### config.mk
export PLATFORM = sky130hd
export DESIGN_NAME = bcd_date_entry
export DESIGN_NICKNAME = d
export VERILOG_FILES = /design/src/rtl/date_pkg.sv /design/src/rtl/key_debounce.sv /design/src/rtl/bcd_date_entry.sv
export SDC_FILE = /design/constraint.sdc
export NUM_CORES = 1
export LEC_CHECK = 0
export ABC_AREA = 1
export BUFFER_PORTS_ARGS = -buffer_cell sky130_fd_sc_hd__buf_2
export CORE_MARGIN = 5
export CORE_UTILIZATION = 55
export CTS_CLUSTER_DIAMETER = 60
export DETAILED_ROUTE_END_ITERATION = 10
export PLACE_DENSITY = 0.79
export SLEW_MARGIN = 40
export SYNTH_ARGS = -nofsm -noshare
export SYNTH_HDL_FRONTEND = slang
export SYNTH_SLANG_ARGS = --single-unit
export TNS_END_PERCENT = 5
### constraint.sdc
create_clock -name clk -period 2.55 [get_ports clk]
set_clock_uncertainty 0.05 [all_clocks]
set_input_delay 0.255 -clock clk [delete_from_list [all_inputs] [get_ports clk]]
set_output_delay 0.255 -clock clk [all_outputs]
set_load 0.005 [all_outputs]
### src/rtl/date_pkg.sv
// date_pkg: shared FSM state, digit positions and calendar helpers for date entry
package date_pkg;
  typedef enum logic [1:0] {IDLE, EDIT, CHECK} state_t;
  localparam int MON_T = 5;
  localparam int MON_O = 4;
  localparam int DAY_T = 3;
  localparam int DAY_O = 2;
  localparam int YR_T  = 1;
  localparam int YR_O  = 0;
  function automatic logic is_leap_bcd(input logic [7:0] yy);
    return yy[4] ? (yy[3:0] == 4'd2 || yy[3:0] == 4'd6)
                 : (yy[3:0] == 4'd0 || yy[3:0] == 4'd4 || yy[3:0] == 4'd8);
  endfunction
  function automatic logic [7:0] days_in_month(input logic [7:0] bcd_month, input logic leap);
    return bcd_month == 8'h02 ? (leap ? 8'h29 : 8'h28)
         : (bcd_month == 8'h04 || bcd_month == 8'h06 || bcd_month == 8'h09 || bcd_month == 8'h11) ? 8'h30
         : 8'h31;
  endfunction
endpackage

### src/rtl/key_debounce.sv
// key_debounce: synchronise and debounce an active-low key, one-cycle pulse per accepted press
module key_debounce #(
  parameter int DEBOUNCE_CYCLES = 500000
) (
  input  logic clk,
  input  logic reset_n,
  input  logic key_n,
  output logic press
);
  localparam int CW = $clog2(DEBOUNCE_CYCLES + 1);
  logic s1, s2, lvl, lvl_d, armed;
  logic [CW-1:0] cnt;
  // sync, count disagreement with the accepted level, flag accepted falling edges once a release was seen
  always_ff @(posedge clk or negedge reset_n)
    if (!reset_n) begin
      s1    <= 1'b0;
      s2    <= 1'b0;
      lvl   <= 1'b1;
      lvl_d <= 1'b1;
      armed <= 1'b0;
      cnt   <= '0;
      press <= 1'b0;
    end else begin
      s1    <= key_n;
      s2    <= s1;
      lvl_d <= lvl;
      armed <= armed | (s2 & lvl);
      press <= armed & lvl_d & ~lvl;
      if (s2 == lvl) cnt <= '0;
      else if (cnt == CW'(DEBOUNCE_CYCLES - 1)) begin
        cnt <= '0;
        lvl <= s2;
      end else cnt <= cnt + 1'b1;
    end
endmodule

### src/rtl/bcd_date_entry.sv
// bcd_date_entry: key/switch driven MMDDYY BCD date entry with validation and commit
module bcd_date_entry
  import date_pkg::*;
#(
  parameter int          DEBOUNCE_CYCLES = 500000,
  parameter logic [23:0] DEFAULT_DATE    = 24'h061300
) (
  input  logic        clk,
  input  logic        reset_n,
  input  logic        key_next_n,
  input  logic        key_cancel_n,
  input  logic [3:0]  sw_digit,
  output logic [23:0] disp_bcd,
  output logic [23:0] date_bcd,
  output logic [5:0]  cursor_oh,
  output logic        editing,
  output logic        done,
  output logic        err_digit,
  output logic        err_date
);
  state_t      state;
  logic [23:0] work;
  logic [3:0]  sw1, sw;
  logic        next_press, cancel_press, valid;
  logic [7:0]  mon, day, yr;
  key_debounce #(.DEBOUNCE_CYCLES(DEBOUNCE_CYCLES)) u_next (
    .clk(clk), .reset_n(reset_n), .key_n(key_next_n), .press(next_press));
  key_debounce #(.DEBOUNCE_CYCLES(DEBOUNCE_CYCLES)) u_cancel (
    .clk(clk), .reset_n(reset_n), .key_n(key_cancel_n), .press(cancel_press));
  // two-stage synchroniser for the digit switches
  always_ff @(posedge clk or negedge reset_n)
    if (!reset_n) {sw1, sw} <= '0;
    else {sw1, sw} <= {sw_digit, sw1};
  assign mon      = {work[MON_T*4 +: 4], work[MON_O*4 +: 4]};
  assign day      = {work[DAY_T*4 +: 4], work[DAY_O*4 +: 4]};
  assign yr       = {work[YR_T*4 +: 4], work[YR_O*4 +: 4]};
  assign valid    = mon != 8'h00 && mon <= 8'h12 && day != 8'h00 &&
                    day <= days_in_month(mon, is_leap_bcd(yr));
  assign disp_bcd = editing ? work : date_bcd;
  // entry FSM: IDLE waits for a start press, EDIT fills digits MSB first, CHECK validates and commits
  always_ff @(posedge clk or negedge reset_n)
    if (!reset_n) begin
      state     <= IDLE;
      work      <= DEFAULT_DATE;
      date_bcd  <= DEFAULT_DATE;
      cursor_oh <= '0;
      editing   <= 1'b0;
      done      <= 1'b0;
      err_digit <= 1'b0;
      err_date  <= 1'b0;
    end else begin
      done <= 1'b0;
      case (state)
        IDLE: if (next_press) begin
          state     <= EDIT;
          editing   <= 1'b1;
          cursor_oh <= 6'b100000;
          work      <= date_bcd;
          err_digit <= 1'b0;
          err_date  <= 1'b0;
        end
        EDIT: if (cancel_press) begin
          state     <= IDLE;
          editing   <= 1'b0;
          cursor_oh <= '0;
          err_digit <= 1'b0;
          err_date  <= 1'b0;
        end else if (next_press) begin
          if (sw > 4'd9) err_digit <= 1'b1;
          else begin
            for (int i = 0; i < 6; i++) if (cursor_oh[i]) work[i*4 +: 4] <= sw;
            err_digit <= 1'b0;
            err_date  <= 1'b0;
            if (cursor_oh[0]) state <= CHECK;
            else cursor_oh <= cursor_oh >> 1;
          end
        end
        CHECK: if (valid) begin
          state     <= IDLE;
          date_bcd  <= work;
          done      <= 1'b1;
          editing   <= 1'b0;
          cursor_oh <= '0;
        end else begin
          state     <= EDIT;
          err_date  <= 1'b1;
          cursor_oh <= 6'b100000;
        end
        default: state <= IDLE;
      endcase
    end
endmodule

Word level (Yosys, flattened, before mapping) --
Cells that the tools add are included.
Operators by class: reductions and logical operators 30, bitwise operators 12, equal/unequal tests 32, multiplexer cells 50, $add $sub $neg 2, $lt $le $gt $ge 3
Operator list (count):
- 24-bit two-way mux | 5
- 19-bit two-way mux | 4
- 24-bit one-hot mux with 2 select lines | 1
- 19-bit by 1-bit adder with 19-bit output, second input constant | 2
- 19-bit equality test, second input constant | 2
- 6-bit two-way mux | 6
- 6-bit AND reduction | 6
- 4-bit two-way mux | 6
- 2-bit inequality test, second input constant | 10
- 6-bit one-hot mux with 3 select lines | 1
- 1-bit two-way mux | 17
- 8-bit by 3-bit equality test with 1-bit output, second input constant | 2
- 8-bit nonzero test | 2
- 4-bit AND reduction | 3
- 2-bit two-way mux | 5
- 5-bit AND reduction | 2
- 3-bit by 2-bit inequality test with 1-bit output, second input constant | 3
- 4-bit by 3-bit equality test with 1-bit output, second input constant | 2
- 8-bit by 2-bit equality test with 1-bit output, second input constant | 1
- 8-bit by 4-bit equality test with 1-bit output, second input constant | 1
- 8-bit by 5-bit equality test with 1-bit output, second input constant | 1
- 8-bit by 5-bit <= comparator with 1-bit output, second input constant | 1
- 8-bit by 6-bit <= comparator with 1-bit output | 1
- 1-bit AND | 6
- 22 further kinds | 39
Storage, ports and cells: word-level logic and storage cells 159, flip-flop bits (word level) 118, input bits 8, output and inout port bits 58

Logic depth before layout (Yosys ltp) --
Gate-level depths: netlist (run 1).
word-level depth 10, depth in mapped cells 17, depth with buffers taken out 17

By module --
Synthesis (run 1) repeated with hierarchy kept, for this count alone.
Second synthesis, totals: cells, all modules 732, area total of the unflattened synthesis 6115.9 um^2
Modules (own cells, without submodules):
- bcd_date_entry | instances 1, area each 3468.3 um^2, cells each 408
- key_debounce at u_cancel | instances 1, area each 1367.6 um^2, cells each 171
- key_debounce at u_next | instances 1, area each 1280.0 um^2, cells each 153

Worst setup path after synthesis (run 1) --
Ideal clock, no wire load.
path kind register to register, start point register work[17], end point register date_bcd[10], required time 2379 ps, library setup time 121 ps, buffers on the path 1, slack 294 ps, data arrival time 2085 ps, stages on the path, launching flop included 17, path through dfstp_2 -> inv_1 -> nor2_1 -> nand2_1 -> nor2_1 -> inv_1 -> nand3_1 -> o31ai_1 -> ha_1 -> nand3_1 -> nand2_1 -> nand2_1 -> nand3_1 -> nand3_4 -> nor2_8 -> buf_4 -> o21ai_1
On the way: word-level cells in the longest chain between the ends 9, elaborated cells on any way between the ends 17
Ends and longest elaborated chain:
- start: declaration | RTL line bcd_date_entry.sv:22 | logic [23:0] work;
- start signal: assignment | RTL line bcd_date_entry.sv:58 | work <= date_bcd;
- 8-bit by 3-bit equality test with 1-bit output | RTL line date_pkg.sv:16 | : (bcd_month == 8'h04 || bcd_month == 8'h06 || bcd_month == 8'h09 || bcd_month == 8'h11) ? 8'h30
- 1-bit logical OR (3 in series) | RTL line date_pkg.sv:16
- 1-bit two-way mux | RTL line date_pkg.sv:16
- 5-bit two-way mux | RTL line date_pkg.sv:15 | return bcd_month == 8'h02 ? (leap ? 8'h29 : 8'h28)
- 8-bit by 6-bit <= comparator with 1-bit output (not written as such) | RTL line bcd_date_entry.sv:38 | day <= days_in_month(mon, is_leap_bcd(yr));
- 1-bit logical AND (*) | RTL line bcd_date_entry.sv:37 | assign valid = mon != 8'h00 && mon <= 8'h12 && day != 8'h00 &&
- 2-bit AND reduction (no source line) (*)
- end signal: assignment | RTL line bcd_date_entry.sv:80 | date_bcd <= work;
- end: declaration | RTL line bcd_date_entry.sv:14 | output logic [23:0] date_bcd,
Every way passes the cells marked *; elsewhere a longest branch is shown, timed or not. A chain may end at the register's enable or synchronous reset.

Final worst setup path (run 1) --
start point register work[22], end point register date_bcd[11]
Same word-level chain as after synthesis.

==> flow_metrics.tcl, run 1 <==
set metrics [dict create \
    syn_inst 699 \
    regArea_um2 2970 \
    final.setup.tns_ns 0 \
    synth.area.top_cells "dfrtp_1 45%, nand2_1 9.7%, dfstp_2 6.3%, nor2_1 5.9%, inv_1 5.8%" \
    cap_violations 0 \
    end_kind "flip-flop" \
    drt_first_pass_iters 5 \
    ys_warn_count 0 \
    nNetsFinal 815 \
    synth_top_area_frac 0.446 \
    cp.required_ns 2.92 \
    rows 37 \
    synth-simple-area-share 0.238 \
    slew_viol_final 0 \
    path_class "flip-flop to flip-flop" \
    fmax_ghz 0.392 \
    ant_nets 0 \
    cts_root_buf "clkbuf_8" \
    avgSynthCellArea_um2 8.35 \
    rr_worst_depth 15 \
    start_kind "flip-flop" \
    clk_path_buf_depth 2 \
    antenna_found_initial 0 \
    routedWlPerCell_um 15.5 \
    synthFlopType "dfrtp_1" \
    grt_usage 0.231 \
    synthesis.area_um2 5840 \
    vias_per_cell 5.39 \
    grt_overflow 0 \
    ys_types 41 \
    multi_input_area_um2 2490 \
    power_density_nw_per_um2 612 \
    cts.sinks 118 \
    whs_ns 0.234 \
    cts_tree "yes" \
    ios 66 \
    ys_seq_elements 118 \
    synth_top_family_by_area "simple AND/OR/NAND/NOR gates" \
    timing.final.crit_share 1.00 \
    grt_pass1_wl_um 23600 \
    cts_buffers 17 \
    ir_drop_v 0.000316 \
    portBuffers 65 \
    synthMuxAreaShare 0 \
    yosysTopAreaCell "dfrtp_1" \
    dr.first_iter.drc_count 376 \
    yosys-top-cells-count "151 x nand2_1, 104 x dfrtp_1, 92 x nor2_1, 90 x inv_1, 57 x o21ai_0" \
    synth_fp_nets 718 \
    start_util 0.566 \
    n_antenna_cell 0 \
    dieWidth_um 113 \
    rsz0062_at_grt "true" \
    critPathArrivalTime_ns 2.92 \
    drive_gt1_frac 0.229 \
    clk_pin_slew_worst_paths_ns 0.06 \
    htree_levels 4 \
    globalplace.congestion 0.898 \
    synthAdderAreaFrac 0.0236 \
    clock_latency_ns 0.54 \
    dieArea_um2 12800 \
    final-setup-viol-count 0 \
    async_reset_ff_frac 1.00 \
    min_period_ns 2.55 \
    grt_pass1_vias 5015 \
    critPathMaxFanout 11 \
    wl_um 14700 \
    leakage_nw 3.40 \
    synth_seq_area_share 0.509 \
    final_util 0.701 \
    place.detailed.hpwl_um 9640 \
    synth-compound-area-share 0.137 \
    slew_headroom 0.571 \
    finalHoldViolCount 0 \
    holdCritPathClass "input port to async pin" \
    area_delta_synth_final_pct 24.0 \
    die_h_um 113 \
    yosysMostFrequentCell "nand2_1" \
    synth_edf_count 0 \
    synth_xor_area_frac 0.0180 \
    grt_max_degree 54 \
    dr_total_vias 5097 \
    fillers 758 \
    status "complete, no violations" \
    worstMarginPinSlew_ns 0.644 \
    drcViolationCount 0 \
    core_um2 10300 \
]
## report_power, final
| group | leakage (nW) | switching (mW) | internal (mW) |
|---|---|---|---|
| logic | 1.54 | 0.0600 | 0.0248 |
| registers | 1.56 | 0.0100 | 1.89 |
| clock network | 0.291 | 0.934 | 1.51 |
| total | 3.40 | 1.00 | 3.43 |
## cell families (layout without fill, tap and decap cells)
kind of cell    Yosys count  after routing
compound gates          134            134
xor+xnor                 12             12
fa+ha+maj                11             11
buf+inv                 106            216
flops                   118            118
simple gates            318            318
## layer usage
metal | share of wire | routed length (um) | vias up | GRT usage
li1 | - | - | 2455 | -
met1 | 0.40 | 5940 | 2408 | 0.285
met2 | 0.50 | 7400 | 200 | 0.388
met3 | 0.069 | 1020 | 34 | 0.0594
met4 | 0.021 | 310 | 0 | 0.0970
met5 | 0 | 0 | - | 0
## worst paths after layout
kind | startpoint | slack (ns) | to
max reg2reg | work[22]$_DFFE_PN0P_ | 0.0003 | date_bcd[11]$_DFFE_PN0P_
max | work[22]$_DFFE_PN0P_ | 0.0003 | date_bcd[11]$_DFFE_PN0P_
max in group asynchronous | reset_n | 1.45 | date_bcd[12]$_DFFE_PN1P_
min in group clk | sw_digit[1] | 0.30 | sw1[1]$_DFF_PN0_
min | reset_n | 0.23 | work[4]$_DFFE_PN0P_
min reg2reg | u_next.s1$_DFF_PN0_ | 0.30 | u_next.s2$_DFF_PN0_
## worst max-delay path: stages (launching register included)
cell       delay, ns
dfrtp_1         0.39
nor3_2          0.24
nand2_2         0.12
nor2_2          0.10
nand2_1         0.09
nand3_2         0.11
o31ai_4         0.07
ha_1            0.29
nand3_1         0.10
nand2_1         0.07
nand2_1         0.06
nand3_2         0.09
nand3_4         0.10
nor2_8          0.26
clkbuf_16       0.22
o21ai_1         0.06
## timing repair
action                                 CTS  global route
setup buffers                            0             6
setup endpoints to repair                0            29
resized for setup                        0            17
endpoints found under the hold margin   47             0
hold buffers                             7             0
## through the flow
stage | instances | total power, mW | worst slack [ns] | cell area, um2
CTS | 935 | 4.46 | 0.0238 | 7040
finish | 945 | 4.43 | 0.000337 | 7240
detailed placement | 896 | 2.01 | 0.0482 | 6360
floorplan | 699 | 1.95 | 0.294 | 5840
global placement | 896 | 2.01 | 0.158 | 6360
global route | 945 | 4.57 | -0.126 | 7240
## sequential cells by signal, summed over array words and instances (netlist names), 2 cells and up
name	count
date_bcd	24
work	24
u_cancel.cnt	19
u_next.cnt	19
cursor_oh	6
sw1	4
sw	4
state	2
## cell usage in the layout (no fill, tap or decap), types with 2 or more instances in the layout
master         instances
ha_1                  11
or2_2                  2
buf_12                 3
bufinv_16              3
nor2_1                87
clkbuf_16             20
clkinv_1               2
inv_2                  3
nor2_2                10
o21ai_2               14
xor2_1                11
buf_4                 13
dfrtp_1              103
dlygate4sd3_1          7
a21oi_2                3
nand2_1              149
nor2_4                 5
nor3_2                 3
o21ai_1                6
a21oi_4                3
nand2_2                6
buf_2                 64
nand4_1               13
nand3_2                2
nor3b_1                2
clkinv_4               4
inv_1                 88
a21oi_1               34
clkinvlp_4             2
o21a_1                 6
dfstp_2               14
nand3_1               17
nor3_1                17
o21ai_0               57
a31oi_1                5
inv_6                  6
## cell type report
type / count / share of cell area
Clock buffer: 17 / 0.0572
Tap cell: 136 / 0.0235
Timing Repair Buffer: 91 / 0.0896
Multi-Input combinational cell: 475 / 0.344
Clock inverter: 15 / 0.0266
Inverter: 93 / 0.0482
Sequential cell: 118 / 0.411
Power figures use the tool's default switching activity.
==> run 2: changes to the inputs <==
Settings changed: PLACE_DENSITY 0.79 to 0.78, SYNTH_HIERARCHICAL from default to 1.
==> flow_metrics.tcl, run 2 <==
set metrics [dict create \
    final_common_cell "nand2_1" \
    yosysTopAreaCell "dfrtp_1" \
    ios 66 \
    avgSynthCellArea_um2 8.36 \
    drive_gt1_frac 0.257 \
    ant_nets 0 \
    clk_path_buf_depth 2 \
    grt_usage 0.222 \
    dieArea_um2 13300 \
    worstMarginPinSlew_ns 0.559 \
    core_um2 10900 \
    yosysMostFrequentCell "nand2_1" \
    cts_tree "yes" \
    cts_root_buf "clkbuf_8" \
    async_reset_ff_frac 1.00 \
    clock_latency_ns 0.52 \
    ir_drop_v 0.000320 \
    fillers 822 \
    antenna_found_initial 0 \
    clock_power_share 0.572 \
    dieWidth_um 115 \
    dr_total_vias 5318 \
    grt_overflow 0 \
    wl_um 14700 \
    nNetsFinal 847 \
    synthesis.area_um2 6120 \
    start_util 0.562 \
    cp.required_ns 2.92 \
    slew_viol_final 0 \
    p_sw_uw 887 \
    grt_pass1_vias 5154 \
    rows 38 \
    drt_first_pass_iters 5 \
    p_sw_frac 0.191 \
    violations "negative setup slack" \
    htree_levels 4 \
    drcViolationCount 0 \
    r2r_slack_ns -0.12 \
    cts_buffers 17 \
    cts.sinks 118 \
    synth_fp_nets 751 \
    synth_top_area_frac 0.426 \
    fmax_ghz 0.375 \
    syn_inst 732 \
    finalHoldViolCount 0 \
    yosys-top-cells-count "140 x nand2_1, 105 x nor2_1, 104 x dfrtp_1, 87 x inv_1, 68 x o21ai_0" \
    start_kind "flip-flop" \
    ys_seq_elements 118 \
    min_period_ns 2.67 \
    critPathMaxFanout 6 \
    place.detailed.hpwl_um 9840 \
    status "finished, violations left" \
    final-setup-viol-count 21 \
    final.setup.tns_ns -1.38 \
    synth.area.top_cells "dfrtp_1 43%, nand2_1 8.6%, nor2_1 6.4%, dfstp_2 6.0%, o21ai_0 5.6%" \
    globalplace.congestion 0.962 \
    power_frac_seq 0.409 \
    synth_seq_area_share 0.486 \
    grt_pass1_wl_um 23500 \
    n_antenna_cell 0 \
    cap_violations 0 \
    largestRegisters "date_bcd (24), work (24)" \
    power.share.combinational 0.019 \
    final_cell_mix "138 x nand2_1, 104 x nor2_1, 104 x dfrtp_1" \
    timing.final.crit_share 1.05 \
    grt_max_degree 69 \
    portBuffers 65 \
    p_int_mw 3.76 \
    area_delta_synth_final_pct 23.4 \
    clk_pin_slew_worst_paths_ns 0.06 \
    critPathLaunch "work[19]$_DFFE_PN0P_" \
    ys_types 42 \
    ys_warn_count 6 \
    synth_edf_count 0 \
    end_kind "flip-flop" \
    vias_per_cell 5.42 \
    die_h_um 115 \
    synthFlopType "dfrtp_1" \
    slew_headroom 0.627 \
    leakage_nw 3.42 \
    critPathArrivalTime_ns 3.04 \
    power_density_nw_per_um2 616 \
    final_util 0.693 \
    setup_slack_ns -0.116 \
    routedWlPerCell_um 15.0 \
    holdCritPathClass "input port to async pin" \
    path_class "flip-flop to flip-flop" \
    dr.first_iter.drc_count 441 \
    r2r-start "work[19]$_DFFE_PN0P_" \
]
run 2: what timing repair did:
| action | in CTS | in global routing |
|---|---|---|
| gates resized for setup | 0 | 9 |
| hold buffers | 7 | 0 |
| setup endpoints to repair | 0 | 24 |
| hold endpoints to repair | 40 | 0 |
| buffers inserted | 0 | 4 |
run 2: through the flow:
stage | std cells | total power, mW | setup slack, ns | instance area (um2) | hold WS, ns
after floorplan | 732 | 1.96 | 0.383 | 6120 | -0.0906
after detailed placement | 933 | 2.02 | 0.129 | 6650 | 0.225
after global placement | 933 | 2.01 | 0.229 | 6650 | 0.224
after global routing | 981 | 4.80 | -0.226 | 7540 | 0.268
after CTS | 972 | 4.68 | 0.0746 | 7380 | 0.222
final | 981 | 4.65 | -0.116 | 7540 | 0.216
run 2: area by class of cell:
| cell class | instances | area (um2) | share of cell area |
|---|---|---|---|
| clock buffers | 25 | 504 | 0.0668 |
| clock inverters | 7 | 163 | 0.0216 |
| inverters | 93 | 349 | 0.0463 |
| multi-input cells | 508 | 2760 | 0.365 |
| flip-flops and latches | 118 | 2970 | 0.394 |
| well taps | 140 | 175 | 0.0232 |
| repair buffers | 90 | 627 | 0.0831 |
run 2: power groups by stage:
stage | Sequential [mW] | Combinational, mW | Clock, mW
CTS | 1.90 | 0.0908 | 2.69
global placement | 1.93 | 0.0796 | 0
floorplan | 1.93 | 0.0262 | 0
detailed placement | 1.93 | 0.0825 | 0
finish | 1.90 | 0.0878 | 2.66
global route | 1.90 | 0.103 | 2.79
run 2: kinds of logic (layout without fill, tap and decap cells):
logic type,Yosys count,in the layout,synth area share
AO/OA/AOI/OAI,133,133,0.128
XOR/XNOR,16,16,0.0229
adder cells (fa/ha/maj),11,11,0.0225
buffers and inverters,107,215,0.0710
flip-flops,118,118,0.486
multiplexers,1,1,0.00184
AND/OR/NAND/NOR,346,347,0.268
run 2: critical path: stages (launching register included):
cell,delay [ns]
dfrtp_1,0.42
nor2_4,0.18
nand3_2,0.14
nor2_4,0.13
inv_1,0.07
a21oi_2,0.10
nor2_1,0.06
ha_1,0.31
nand3_1,0.11
o21ai_0,0.11
nand2_1,0.10
nand2_2,0.09
nand3_4,0.12
nor2_8,0.25
clkbuf_16,0.19
nand2_1,0.05
o21ai_0,0.08
run 2: routing by layer:
layer | track usage | share of wire
met2 | 0.375 | 0.50
met5 | 0 | 0
met1 | 0.273 | 0.41
met4 | 0.110 | 0.036
met3 | 0.0433 | 0.062
run 2: worst paths after layout:
path | endpoint | cells past startpoint
min | date_bcd[0]$_DFFE_PN0P_ | 2
max reg2reg | date_bcd[1]$_DFFE_PN0P_ | 16
min reg2reg | sw[3]$_DFF_PN0_ | 0
max | date_bcd[1]$_DFFE_PN0P_ | 16
max in group asynchronous | u_cancel/lvl$_DFFE_PN1P_ | 3
min in group clk | sw[3]$_DFF_PN0_ | 0
==> run 3: changes to the inputs <==
Settings changed: ABC_AREA 1 to default, CTS_BUF_LIST from default to sky130_fd_sc_hd__clkbuf_8 sky130_fd_sc_hd__clkbuf_16, PLACE_DENSITY 0.78 to 0.79.
==> flow_metrics.tcl, run 3 <==
set metrics [dict create \
    setup_slack_ns -0.240 \
    dieWidth_um 114 \
    grt_max_degree 49 \
    rows 38 \
    ys_warn_count 6 \
    die_h_um 114 \
    clk_path_buf_depth 2 \
    ys_seq_elements 118 \
    htree_levels 4 \
    synth.area.top_cells "dfrtp_1 43%, dfstp_2 6.1%, mux2_2 5.1%, mux2_4 3.5%, nand2_1 3.2%" \
    area_delta_synth_final_pct 22.2 \
    violations "negative setup slack" \
    final_cell_mix "104 x dfrtp_1, 64 x buf_2, 51 x nor2_1, 51 x nand2_1, 34 x o21ai_0" \
    cts.sinks 118 \
    grt_overflow 0 \
    async_reset_ff_frac 1.00 \
    leakage_nw 3.41 \
    dieArea_um2 13100 \
    slew_viol_final 0 \
    highest_layer "met4" \
    ys_types 73 \
    cts_tree "yes" \
    max_stage_delay_ns 0.40 \
    critPathMaxFanout 26 \
    met3_length_um 881 \
    synthFlopType "dfrtp_1" \
    wl_met1_um 5810 \
    drcViolationCount 0 \
    cap_violations 0 \
    syn_inst 561 \
    path_class "flip-flop to flip-flop" \
    fillers 809 \
    rsz0062_at_grt "true" \
    final.setup.tns_ns -4.30 \
    vias_per_cell 5.80 \
    worstPathCellList "a211oi_2 > a31oi_1 > o31ai_1 > a21oi_1 > o21ai_1 > ha_1 > or3b_4 > a21boi_4 > o2111ai_4 > buf_12 > mux2_4" \
    yosys-top-cells-count "104 x dfrtp_1, 51 x nand2_1, 51 x nor2_1, 36 x o21ai_0, 27 x mux2_2" \
    critPathBufInv 1 \
    synth_fp_nets 580 \
    cts_root_buf "clkbuf_8" \
    dr_total_vias 4697 \
    crit_slowest_cell "dfrtp_1" \
    final-setup-viol-count 27 \
    start_util 0.558 \
    critPathArrivalTime_ns 3.14 \
    dr.first_iter.drc_count 292 \
    synth_edf_count 0 \
    min_period_ns 2.79 \
    grt_pass1_wl_um 23400 \
    place.detailed.hpwl_um 9620 \
    final_common_cell "dfrtp_1" \
    stdcell_count 810 \
    final_util 0.681 \
    critPathTopFamily "compound AO/OA/AOI/OAI gates" \
    globalplace.congestion 0.910 \
    drt_first_pass_iters 5 \
    drive_gt1_frac 0.318 \
    avgSynthCellArea_um2 10.7 \
    wl_um 13900 \
    n_antenna_cell 0 \
    cts_buffers 17 \
    place_area_um2 6670 \
    power_density_nw_per_um2 572 \
    placed_cells 771 \
    timing.final.crit_share 1.09 \
    fmax_ghz 0.358 \
    clock_latency_ns 0.53 \
    synth_seq_area_share 0.496 \
    start_kind "flip-flop" \
    grt_usage 0.228 \
    end_kind "flip-flop" \
    finalHoldViolCount 0 \
    antenna_found_initial 0 \
    synth_top_area_frac 0.434 \
    clk_pin_slew_worst_paths_ns 0.06 \
    largestRegisters "date_bcd (24), work (24)" \
    slew_headroom 0.561 \
    worstMarginPinSlew_ns 0.659 \
    holdCritPathClass "input port to async pin" \
    grt_pass1_vias 4728 \
    routedWlPerCell_um 17.2 \
    synthesis.area_um2 5990 \
    status "finished, violations left" \
    ir_drop_v 0.000508 \
    cp.required_ns 2.90 \
    met2_length_um 6870 \
    power_mw 4.18 \
    nNetsFinal 676 \
    ant_nets 0 \
    portBuffers 65 \
    ios 66 \
    yosysTopAreaCell "dfrtp_1" \
    core_um2 10700 \
    final_area_um2 7320 \
    yosysMostFrequentCell "dfrtp_1" \
]
==> run 3: cell types whose count changed after synthesis, moves of 16 or more <==
cell,delta
inv_1,-62
mux2_2,+26
nand2_1,-89
nand2_2,-20
nor2_1,-54
nor2_2,-16
o21ai_0,-32
xnor2_1,+17
==> run 3: final timing paths <==
check                               startpoint                        to  slack (ns)  depth (start not counted)
max in group asynchronous              reset_n    u_next/lvl$_DFFE_PN1P_        1.50                          3
hold reg to reg               sw1[0]$_DFF_PN0_           sw[0]$_DFF_PN0_        0.30                          0
setup reg to reg           work[3]$_DFFE_PN0P_  date_bcd[20]$_DFFE_PN0P_       -0.24                         11
setup / recovery           work[3]$_DFFE_PN0P_  date_bcd[20]$_DFFE_PN0P_       -0.24                         11
hold / removal                         reset_n            done$_DFF_PN0_        0.25                          2
min in group clk              sw1[0]$_DFF_PN0_           sw[0]$_DFF_PN0_        0.30                          0
==> run 3: layer usage <==
metal	vias up	track usage
li1	2200	-
met1	2305	0.285
met2	156	0.364
met3	36	0.0539
met4	0	0.125
met5	-	0
==> run 3: worst register-to-register path, delay by kind of cell (launching register included) <==
kind,cells,cell delay [ns]
buffers and inverters,1,0.22
AND/OR/NAND/NOR,1,0.39
flip-flops,1,0.40
multiplexers,1,0.31
AO/OA/AOI/OAI,7,1.14
adder cells (fa/ha/maj),1,0.15
==> run 3: final cells by class <==
cell class                      instances  area (um2)  share of cell area
Multi-Input combinational cell        392        2830               0.386
Tap cell                              140         175              0.0239
Clock inverter                         14         131              0.0179
Timing Repair Buffer                  103         693              0.0947
Inverter                               25        93.8              0.0128
Clock buffer                           18         428              0.0585
Sequential cell                       118        2970               0.406
==> run 3: kinds of logic after synthesis <==
group,count (synthesis),share of synthesized area
AND/OR/NAND/NOR,195,0.178
AO/OA/AOI/OAI,111,0.127
flip-flops,118,0.496
adder cells (fa/ha/maj),11,0.0230
multiplexers,47,0.0959
XOR/XNOR,28,0.0409
buffers and inverters,51,0.0393
==> run 3: power breakdown <==
part	switching (mW)	internal, mW	total [mW]
logic	0.0611	0.0292	0.0903
clock network	0.865	1.32	2.18
registers	0.0168	1.89	1.91
total	0.943	3.24	4.18
==> run 3: what timing repair did <==
action,in CTS,in global routing
hold buffers,7,0
pin swaps,2,0
resized for setup,5,0
endpoints found under the hold margin,43,0
gates cloned,0,0
endpoints found under the setup margin,27,28
buffers inserted,0,0
==> run 3: stage by stage <==
step	worst slack [ns]	hold slack [ns]
after floorplan	0.00702	-0.0906
after global placement	-0.161	0.260
after detailed placement	-0.235	0.266
after CTS	-0.234	0.245
after global routing	-0.350	0.278
final	-0.240	0.248
